**config.mk**
```make
export PLATFORM = sky130hd
export DESIGN_NAME = rtlola_cycle_offset_monitor
export DESIGN_NICKNAME = d
export VERILOG_FILES = /design/src/rtl/rtlola_cycle_offset_monitor.sv
export SDC_FILE = /design/constraint.sdc
export NUM_CORES = 1
export LEC_CHECK = 0
export CAP_MARGIN = 40
export CORE_MARGIN = 4
export CORE_UTILIZATION = 35
export CTS_CLUSTER_DIAMETER = 100
export DETAILED_ROUTE_END_ITERATION = 8
export HOLD_SLACK_MARGIN = 0.03
export PLACE_DENSITY_LB_ADDON = 0.15
export SLEW_MARGIN = 15
export SYNTH_ARGS = -nofsm -noshare
export SYNTH_HDL_FRONTEND = slang
export SYNTH_SLANG_ARGS = --single-unit
export TNS_END_PERCENT = 1
```
**constraint.sdc**
```tcl
create_clock -name clk -period 5.8 [get_ports clk]
set_clock_uncertainty 0.2 [all_clocks]
set_input_delay 0.58 -clock clk [delete_from_list [all_inputs] [get_ports clk]]
set_output_delay 0.58 -clock clk [all_outputs]
set_load 0.03 [all_outputs]
```
**src/rtl/rtlola_cycle_offset_monitor.sv**
```systemverilog
`default_nettype none
// ---------------------------------------------------------------------------
// rtlola_cycle_offset_monitor: 4-phase time-multiplexed RTLola monitor for
// a = x + c[-1|0], b = a[-1|0] + a, c = b.   Rev 1.0
// ---------------------------------------------------------------------------
module rtlola_cycle_offset_monitor (
  input  logic               clk,
  input  logic               rst,
  input  logic               en,
  input  logic signed [63:0] x,
  input  logic               newX,
  output logic               outputPhase,
  output logic signed [63:0] a,
  output logic               enA,
  output logic signed [63:0] b,
  output logic               enB,
  output logic signed [63:0] c,
  output logic               enC
);

  localparam logic [1:0] C_PH_CAPTURE = 2'd0;
  localparam logic [1:0] C_PH_EVAL_A  = 2'd1;
  localparam logic [1:0] C_PH_EVAL_B  = 2'd2;

  logic [1:0]         phase_q, phase_d;
  logic               event_q, event_d;
  logic signed [63:0] xcap_q, xcap_d;
  logic signed [63:0] a_q, a_d;
  logic signed [63:0] b_q, b_d;
  logic signed [63:0] c_q, c_d;
  logic signed [63:0] prev_a_q, prev_a_d;
  logic signed [63:0] prev_c_q, prev_c_d;
  logic               out_q, out_d;
  logic               upd_q, upd_d;

  always_comb begin
    phase_d  = phase_q;
    event_d  = event_q;
    xcap_d   = xcap_q;
    a_d      = a_q;
    b_d      = b_q;
    c_d      = c_q;
    prev_a_d = prev_a_q;
    prev_c_d = prev_c_q;
    out_d    = out_q;
    upd_d    = upd_q;
    if (en) begin
      phase_d = phase_q + 2'd1;
      // Output flags are registered so they appear during the next frame's phase 0.
      out_d   = (phase_q == 2'd3);
      upd_d   = (phase_q == 2'd3) && event_q;
      case (phase_q)
        C_PH_CAPTURE: begin
          event_d = newX;
          if (newX) xcap_d = x;
        end
        C_PH_EVAL_A: if (event_q) a_d = xcap_q + prev_c_q;
        C_PH_EVAL_B: if (event_q) b_d = prev_a_q + a_q;
        default: begin
          // History moves only once the whole event is evaluated.
          if (event_q) begin
            c_d      = b_q;
            prev_a_d = a_q;
            prev_c_d = b_q;
          end
        end
      endcase
    end
  end

  always_ff @(posedge clk or negedge rst) begin
    if (!rst) begin
      phase_q  <= 2'd0;
      event_q  <= 1'b0;
      xcap_q   <= '0;
      a_q      <= '0;
      b_q      <= '0;
      c_q      <= '0;
      prev_a_q <= '0;
      prev_c_q <= '0;
      out_q    <= 1'b0;
      upd_q    <= 1'b0;
    end else begin
      phase_q  <= phase_d;
      event_q  <= event_d;
      xcap_q   <= xcap_d;
      a_q      <= a_d;
      b_q      <= b_d;
      c_q      <= c_d;
      prev_a_q <= prev_a_d;
      prev_c_q <= prev_c_d;
      out_q    <= out_d;
      upd_q    <= upd_d;
    end
  end

  assign outputPhase = out_q;
  assign a           = a_q;
  assign b           = b_q;
  assign c           = c_q;
  assign enA         = upd_q;
  assign enB         = upd_q;
  assign enC         = upd_q;

endmodule
`default_nettype wire

```
==> results of run 1 <==
[Yosys cell counts, types with 38 or more instances]
cell	number
clkbuf_1	84
nand2_1	247
a21oi_1	162
o21ai_0	148
xor2_1	49
nand4_1	42
inv_1	38
xnor2_1	47
a21o_1	62
nand3_1	62
o21bai_1	39
ha_1	131
mux2_2	195
dfrtp_1	325
nor2_1	84
[critical path, delay by kind of cell, from the launching register on]
family	cells	cell delay, ns
adders and majority gates	1	0.56
buffers and inverters	1	0.20
AOI/OAI and AO/OA	6	2.09
and+or+nand+nor	3	0.83
DFF	1	0.39
[power groups by stage]
stage / clock network, µW / logic [µW] / registers, µW
after global placement: 0 / 7830 / 4080
after floorplan: 0 / 4360 / 4750
after global routing: 2690 / 8650 / 4190
final: 2520 / 7920 / 4060
after detailed placement: 0 / 7890 / 4110
after CTS: 2590 / 7930 / 4080
[through the flow]
stage               area [µm²]  util, %  power (µW)  hold slack [ns]
detailed placement       23000     41.5       12000            0.287
global route             24400     44.0       15500            0.321
CTS                      24300     43.9       14600            0.299
global placement         23000     41.5       11900            0.290
floorplan                19700        -        9110           0.0844
finish                   24400     44.0       14500            0.289
[cells by family (layout without fill, tap and decap cells)]
kind of cell | count (synthesis) | count (layout) | synth area share, %
simple gates | 542 | 542 | 12.8
compound gates | 596 | 596 | 19.1
xor+xnor | 96 | 96 | 4.27
buf+inv | 143 | 384 | 2.87
fa+ha+maj | 133 | 133 | 8.53
other cells | 0 | 1 | 0
mux | 196 | 196 | 11.2
flops | 325 | 325 | 41.3
[layer usage]
metal | vias to the layer above | wire length, µm | global-route usage (%)
met5 | - | 0 | 0
met4 | 0 | 1550 | 5.19
met3 | 90 | 2820 | 3.32
met2 | 394 | 30500 | 35.1
met1 | 8047 | 27600 | 27.3
li1 | 7870 | - | -
[registers in the layout, summed over array words and instances (netlist names)]
name and count:
b 64, prev_a_q 64, event_q 1, outputPhase 1, xcap_q 64, prev_c_q 64
phase_q 2, a 64, enA 1
[worst max-delay path by stage]
stage | from | end | slack (ns)
6_report | prev_c_q[27]$_DFFE_PN0P_ | a[58]$_DFFE_PN0P_ | 1.43
3_3_place_gp | prev_c_q[27]$_DFFE_PN0P_ | a[58]$_DFFE_PN0P_ | 1.54
2_1_floorplan | prev_c_q[0]$_DFFE_PN0P_ | a[62]$_DFFE_PN0P_ | 2.44
4_1_cts | prev_c_q[27]$_DFFE_PN0P_ | a[58]$_DFFE_PN0P_ | 1.46
5_1_grt | prev_c_q[27]$_DFFE_PN0P_ | a[58]$_DFFE_PN0P_ | 1.30
3_5_place_dp | prev_c_q[27]$_DFFE_PN0P_ | a[58]$_DFFE_PN0P_ | 1.49
[area by class of cell]
| cell class | instances | area [µm²] | share of cell area (%) |
|---|---|---|---|
| Inverter | 38 | 143 | 0.585 |
| Clock buffer | 59 | 1190 | 4.89 |
| Timing Repair Buffer | 277 | 2830 | 11.6 |
| Multi-Input combinational cell | 1563 | 11000 | 45.3 |
| Clock inverter | 10 | 111 | 0.456 |
| Antenna cell | 1 | 2.50 | 0.0103 |
| Tap cell | 748 | 936 | 3.84 |
| Sequential cell | 325 | 8130 | 33.3 |
[placed cells by master, fill, tap and decap left out, types with 5 or more instances in the layout]
master             n
a2111oi_0          5
a211o_1            6
a211oi_1          11
a21boi_0           8
a21o_1            62
a21oi_1          162
a31oi_1           13
a41oi_1            6
and2_1            15
and3_1            22
buf_4              7
clkbuf_1           8
clkbuf_16         41
clkbuf_8          10
clkdlybuf4s50_1  262
dfrtp_1          325
ha_1             131
inv_1             38
mux2_2           195
nand2_1          247
nand2b_1          11
nand3_1           58
nand4_1           42
nor2_1            84
nor2b_1            9
nor3_1            17
o2111ai_1         10
o211ai_1          13
o21a_1            22
o21ai_0          148
o21ai_1           25
o21bai_1          39
o31ai_1           14
or3_1              6
or4_1              6
xnor2_1           47
xor2_1            49
==> summary.txt, run 1 <==
Outcome
  • Status: completed

Floorplan
  • Die area: 60100 µm²
  • Initial Util: 35.5%
  • Top-Level Pins: 264
  • Core Box Area: 55400 µm²
  • DIE HEIGHT: 245 µm
  • DIE WIDTH: 245 µm
  • Row count: 86

Timing
  • Pins Over Slew Limit: 0
  • Worst setup margin: 1.43 ns
  • Setup TNS: 0 ns
  • Final Critical Period: 4.37 ns
  • RSZ-0062 raised after global routing: no
  • Max Freq: 0.229 GHz
  • Finish-stage setup viols: 0
  • Final hold violation count: 0
  • Fin crit share: 75.4%
  • Slew @ Worst Pin: 0.896 ns
  • Max transition margin: 40.1%

Clock tree
  • Setup bufs post-CTS: 0
  • CTS H-Tree Depth: 2
  • Hold_buf cts: 1
  • Clk root buf: clkbuf_16
  • CTS tree: yes
  • Worst-path clk slew: 0.06 ns
  • CTS max path bufs: 3
  • TritonCTS Sinks: 325
  • Num CTS Buffers: 41
  • CTS-repair resized insts: 0
  • Clk_lat worst skew: 0.56 ns

Yosys
  • Post-synth EDFFs: 0
  • Synth Flop Type: dfrtp_1
  • Part of the Yosys area used for sequential elements: 41.3%
  • Area fraction of the dominant cell type after synthesis: 41.3%
  • Post-Synthesis Cells: 2031
  • Area contributors post-synth: dfrtp_1 41%, mux2_2 11%, ha_1 8.3%, nand2_1 4.7%, a21oi_1 4.1%
  • Yosys warnings: 0
  • Post-Syn Area: 19700 µm²
  • #FFs+latches synth: 325
  • Cell taking the most area after synthesis: dfrtp_1
  • Mean area per synthesized cell: 9.70 µm²
  • Library cells used by synthesis: 77
  • Ys async rst share: 100%
  • Net count after synthesis: 2232

Drt
  • Number of nets with antenna violations after routing: 0
  • First-pass DRT Iterations: 4
  • DRT iter0 DRCs: 899
  • DR WL/cell: 20.7 µm
  • Drt via density: 5.43
  • DRT Wirelength: 62500 µm
  • Vias: 16400
  • DRC: 0

Critical path
  • R2R setup slack: 1.43 ns
  • Crit path cell chain: ha_1 -> nand4_1 -> or2_1 -> a2111oi_1 -> o311a_1 -> o31ai_1 -> buf_4 -> a211oi_1 -> o21ai_0 -> and3_1 -> o31ai_1
  • Worst R2R End: a[58]$_DFFE_PN0P_
  • Crit-path max cell delay: 0.78 ns
  • Worst setup SP type: flop
  • Cell mode on critical path: o31ai_1
  • Critical R2R Launch: prev_c_q[27]$_DFFE_PN0P_
  • Crit path DAT: 4.62 ns
  • CP Max Fanout: 9
  • Critical path capture point type: flop
  • Slowest-stage cell, CP: a2111oi_1
  • Critical path data required time: 6.04 ns
  • Crit Path Category: reg2reg
  • Reg2reg path depth: 11

Power and ir drop
  • Net switching power: 6670 µW
  • Pwr/cell area: 594 nW/µm²
  • Sequential power share: 28.0%
  • Switching fraction of total power: 46.0%
  • Comb pwr share: 54.6%
  • Lkg Pwr: 0.0110 µW
  • Worst VDD drop: 0.260 mV
  • Clock share of power: 17.4%
  • Pint: 7830 µW

Min path
  • Hold Path Sink: b[38]$_DFFE_PN0P_
  • Hold crit path type: reg2reg
  • Hold wc startpoint: b[38]$_DFFE_PN0P_
  • Hold path cells: 2

GRT
  • Total grt overflow: 0
  • GRT Total Usage: 20.6%
  • Initial antenna violation count: 0
  • Vias in the first global route: 16600
  • First-pass GRT wire length: 98100 µm
  • Largest net degree at the start of global routing: 131

Place
  • Inst Count DP: 2948
  • I/O Buffers: 263
  • HPWL after DPL: 47400 µm
  • GP Congestion: 0.910
  • Pre-CTS setup slack: 1.49 ns

Final layout
  • Fillers: 5398
  • Finished Layout Cells: 3021
  • Share of post-route cells with drive strength above 1: 12.8%
  • Final net count: 2447
  • P&R area growth vs syn: 23.9%

Run
  • Max Cap Viol: 0
Note: power is estimated with default switching activity, not from simulation.
==> run 2, diff against run 1 <==
- clock period: 5.8 -> 4.55 ns (I/O delays scaled with it)
==> run 2 against run 1 <==
  * Power is 28% higher
  * First-iteration DRC count fell by 4.3%
  * Sequential share of layout area down 0.079 points
  * Final area grew 0.24%
  * Die area did not move
  * Sequential cell count stayed put
  * Global-route usage up 0.18 points
  * Critical path type unchanged
  * Highest routed layer unchanged
==> summary.txt, run 2 (synthesis gave the netlist of run 1 again) <==
Run
  • Max Cap Viol: 0 (unchanged)

GRT
  • Initial antenna violation count: 1 (+1)
  • Largest net degree at the start of global routing: 100 (-24%)
  • First-pass GRT wire length: 98900 µm (+0.81%)
  • Total grt overflow: 0 (unchanged)
  • GRT Total Usage: 20.8% (+0.18 points)
  • Vias in the first global route: 16700 (+0.99%)

Power and ir drop
  • Worst VDD drop: 0.467 mV (+79%)
  • Switching fraction of total power: 46.0% (-0.048 points)
  • Net switching power: 8510 µW (+28%)
  • Pwr/cell area: 757 nW/µm² (+27%)
  • Comb pwr share: 54.8% (+0.2 points)
  • Sequential power share: 28.0% (about the same)
  • Pint: 10000 µW (+28%)
  • Clock share of power: 17.2% (-0.2 points)
  • Lkg Pwr: 0.0110 µW (+0.46%)

Drt
  • Number of nets with antenna violations after routing: 0 (unchanged)
  • First-pass DRT Iterations: 5 (+1)
  • Vias: 16500 (+0.40%)
  • DRC: 0 (unchanged)
  • DR WL/cell: 20.8 µm (+0.59%)
  • DRT iter0 DRCs: 860 (-4.3%)
  • Drt via density: 5.43 (about the same)
  • DRT Wirelength: 63100 µm (+0.99%)

Place
  • GP Congestion: 0.904 (-0.60%)
  • DP Area: 23100 µm² (+0.53%)
  • I/O Buffers: 263 (unchanged)
  • HPWL after DPL: 48400 µm (+2.1%)

Clock tree
  • CTS tree: yes
  • Clk root buf: clkbuf_16
  • CTS max path bufs: 3 (unchanged)
  • Clk_lat worst skew: 0.56 ns (about the same)
  • TritonCTS Sinks: 325 (unchanged)
  • CTS H-Tree Depth: 2 (unchanged)
  • CTS-repair resized insts: 0 (unchanged)
  • Worst-path clk slew: 0.05 ns (about the same)
  • Num CTS Buffers: 42 (+2.4%)

Timing
  • Final Critical Period: 3.91 ns (-0.459 ns)
  • Max Freq: 0.255 GHz (+12%)
  • Pins Over Slew Limit: 0 (unchanged)
  • Slew @ Worst Pin: 0.825 ns (-0.0710 ns)
  • Max transition margin: 45.0% (+4.9 points)
  • WHS: 0.303 ns (+0.0135 ns)
  • Finish-stage setup viols: 0 (unchanged)
  • Final hold violation count: 0 (unchanged)
  • Fin crit share: 86.0% (+11 points)
  • RSZ-0062 raised after global routing: no
  • Setup TNS: 0 ns (unchanged)

Critical path
  • Critical path data required time: 4.76 ns (-1.28 ns)
  • Worst setup SP type: flop
  • CP Max Fanout: 4 (-5)
  • Crit Path Category: reg2reg
  • Crit path DAT: 4.13 ns (-0.49 ns)
  • Critical path capture point type: flop

Floorplan
  • DIE WIDTH: 245 µm (unchanged)
  • Top-Level Pins: 264 (unchanged)
  • Die area: 60100 µm² (unchanged)
  • Core Box Area: 55400 µm² (unchanged)
  • DIE HEIGHT: 245 µm (unchanged)
  • Row count: 86 (unchanged)
  • Initial Util: 35.5% (unchanged)

Final layout
  • Final net count: 2459 (+0.49%)
  • Fillers: 5356 (-0.78%)
  • Share of post-route cells with drive strength above 1: 13.1% (+0.32 points)
  • P&R area growth vs syn: 24.2%
  • Commonest cells after routing, fill and taps aside: 325 x dfrtp_1, 262 x clkdlybuf4s50_1, 247 x nand2_1
  • Design Area, Final: 24500 µm² (+0.24%)
  • N_diodes: 0 (-1)
  • Most common cell after layout, fill and taps aside: dfrtp_1

Min path
  • Hold crit path type: reg2reg

Outcome
  • Status: completed
run 2: changes by cell type in the layout (fill, tap and decap cells not counted), moves of 2 or more:
cell        previous run  this run
clkinv_2               4         7
clkbuf_8              10         4
buf_12                 3         5
clkbuf_16             41        43
buf_16                 2         0
clkinvlp_4             3         0
buf_4                  7        18
clkbuf_1               8        12
run 2: cell type report:
class / instances / area (µm²) / area share (%)
tap: 748 / 936 / 3.83
clock inverter: 12 / 121 / 0.496
timing repair buffer: 288 / 2900 / 11.8
sequential: 325 / 8130 / 33.3
clock buffer: 59 / 1180 / 4.81
inverter: 38 / 143 / 0.583
multi-input combinational: 1563 / 11000 / 45.2
run 2: path summary, 6_finish.rpt:
path	from	end	slack [ns]	cells after the start
worst max-delay path	a[0]$_DFFE_PN0P_	b[48]$_DFFE_PN0P_	0.64	11
worst min-delay path	b[63]$_DFFE_PN0P_	b[63]$_DFFE_PN0P_	0.30	2
worst max register to register	a[0]$_DFFE_PN0P_	b[48]$_DFFE_PN0P_	0.64	11
worst min register to register	b[63]$_DFFE_PN0P_	b[63]$_DFFE_PN0P_	0.30	2
max in group asynchronous	rst	xcap_q[33]$_DFFE_PN0P_	2.68	3
min in group asynchronous	rst	prev_c_q[10]$_DFFE_PN0P_	0.37	2
run 2: critical path, stage by stage, from the launching register on:
cell      delay [ns]
dfrtp_1         0.41
ha_1            0.24
fa_1            0.44
a21oi_1         0.26
o211ai_1        0.22
a211oi_1        0.54
o21a_1          0.31
o31a_1          0.27
o21ai_2         0.16
o31ai_1         0.36
xnor2_1         0.27
o21ai_1         0.10
run 2: layer usage:
| metal | track usage [%] | share of wire, % | up-vias |
|---|---|---|---|
| li1 | - | - | 7865 |
| met2 | 35.5 | 48 | 429 |
| met1 | 27.2 | 44 | 8085 |
| met3 | 3.42 | 5.1 | 88 |
| met4 | 5.91 | 2.6 | 0 |
| met5 | 0 | 0 | - |
run 2: what timing repair did:
| action | CTS | global route |
|---|---|---|
| buffers inserted | 0 | 0 |
| endpoints found under the hold margin | 95 | 0 |
| hold buffers | 1 | 0 |
run 2: power groups by stage:
stage | logic [µW] | clock network (µW) | registers [µW]
4_1_cts | 10200 | 3290 | 5210
3_3_place_gp | 10100 | 0 | 5190
3_5_place_dp | 10100 | 0 | 5240
2_1_floorplan | 5560 | 0 | 6050
5_1_grt | 11000 | 3410 | 5360
6_report | 10100 | 3190 | 5180
run 2: per-stage QoR:
| step | power [µW] | std cells | util (%) | setup WS [ns] |
|---|---|---|---|---|
| floorplan | 11600 | 2031 | - | 1.19 |
| global placement | 15300 | 2960 | 41.7 | 0.717 |
| detailed placement | 15300 | 2961 | 41.8 | 0.683 |
| CTS | 18700 | 3033 | 44.1 | 0.651 |
| global route | 19800 | 3033 | 44.1 | 0.369 |
| finish | 18500 | 3033 | 44.1 | 0.635 |
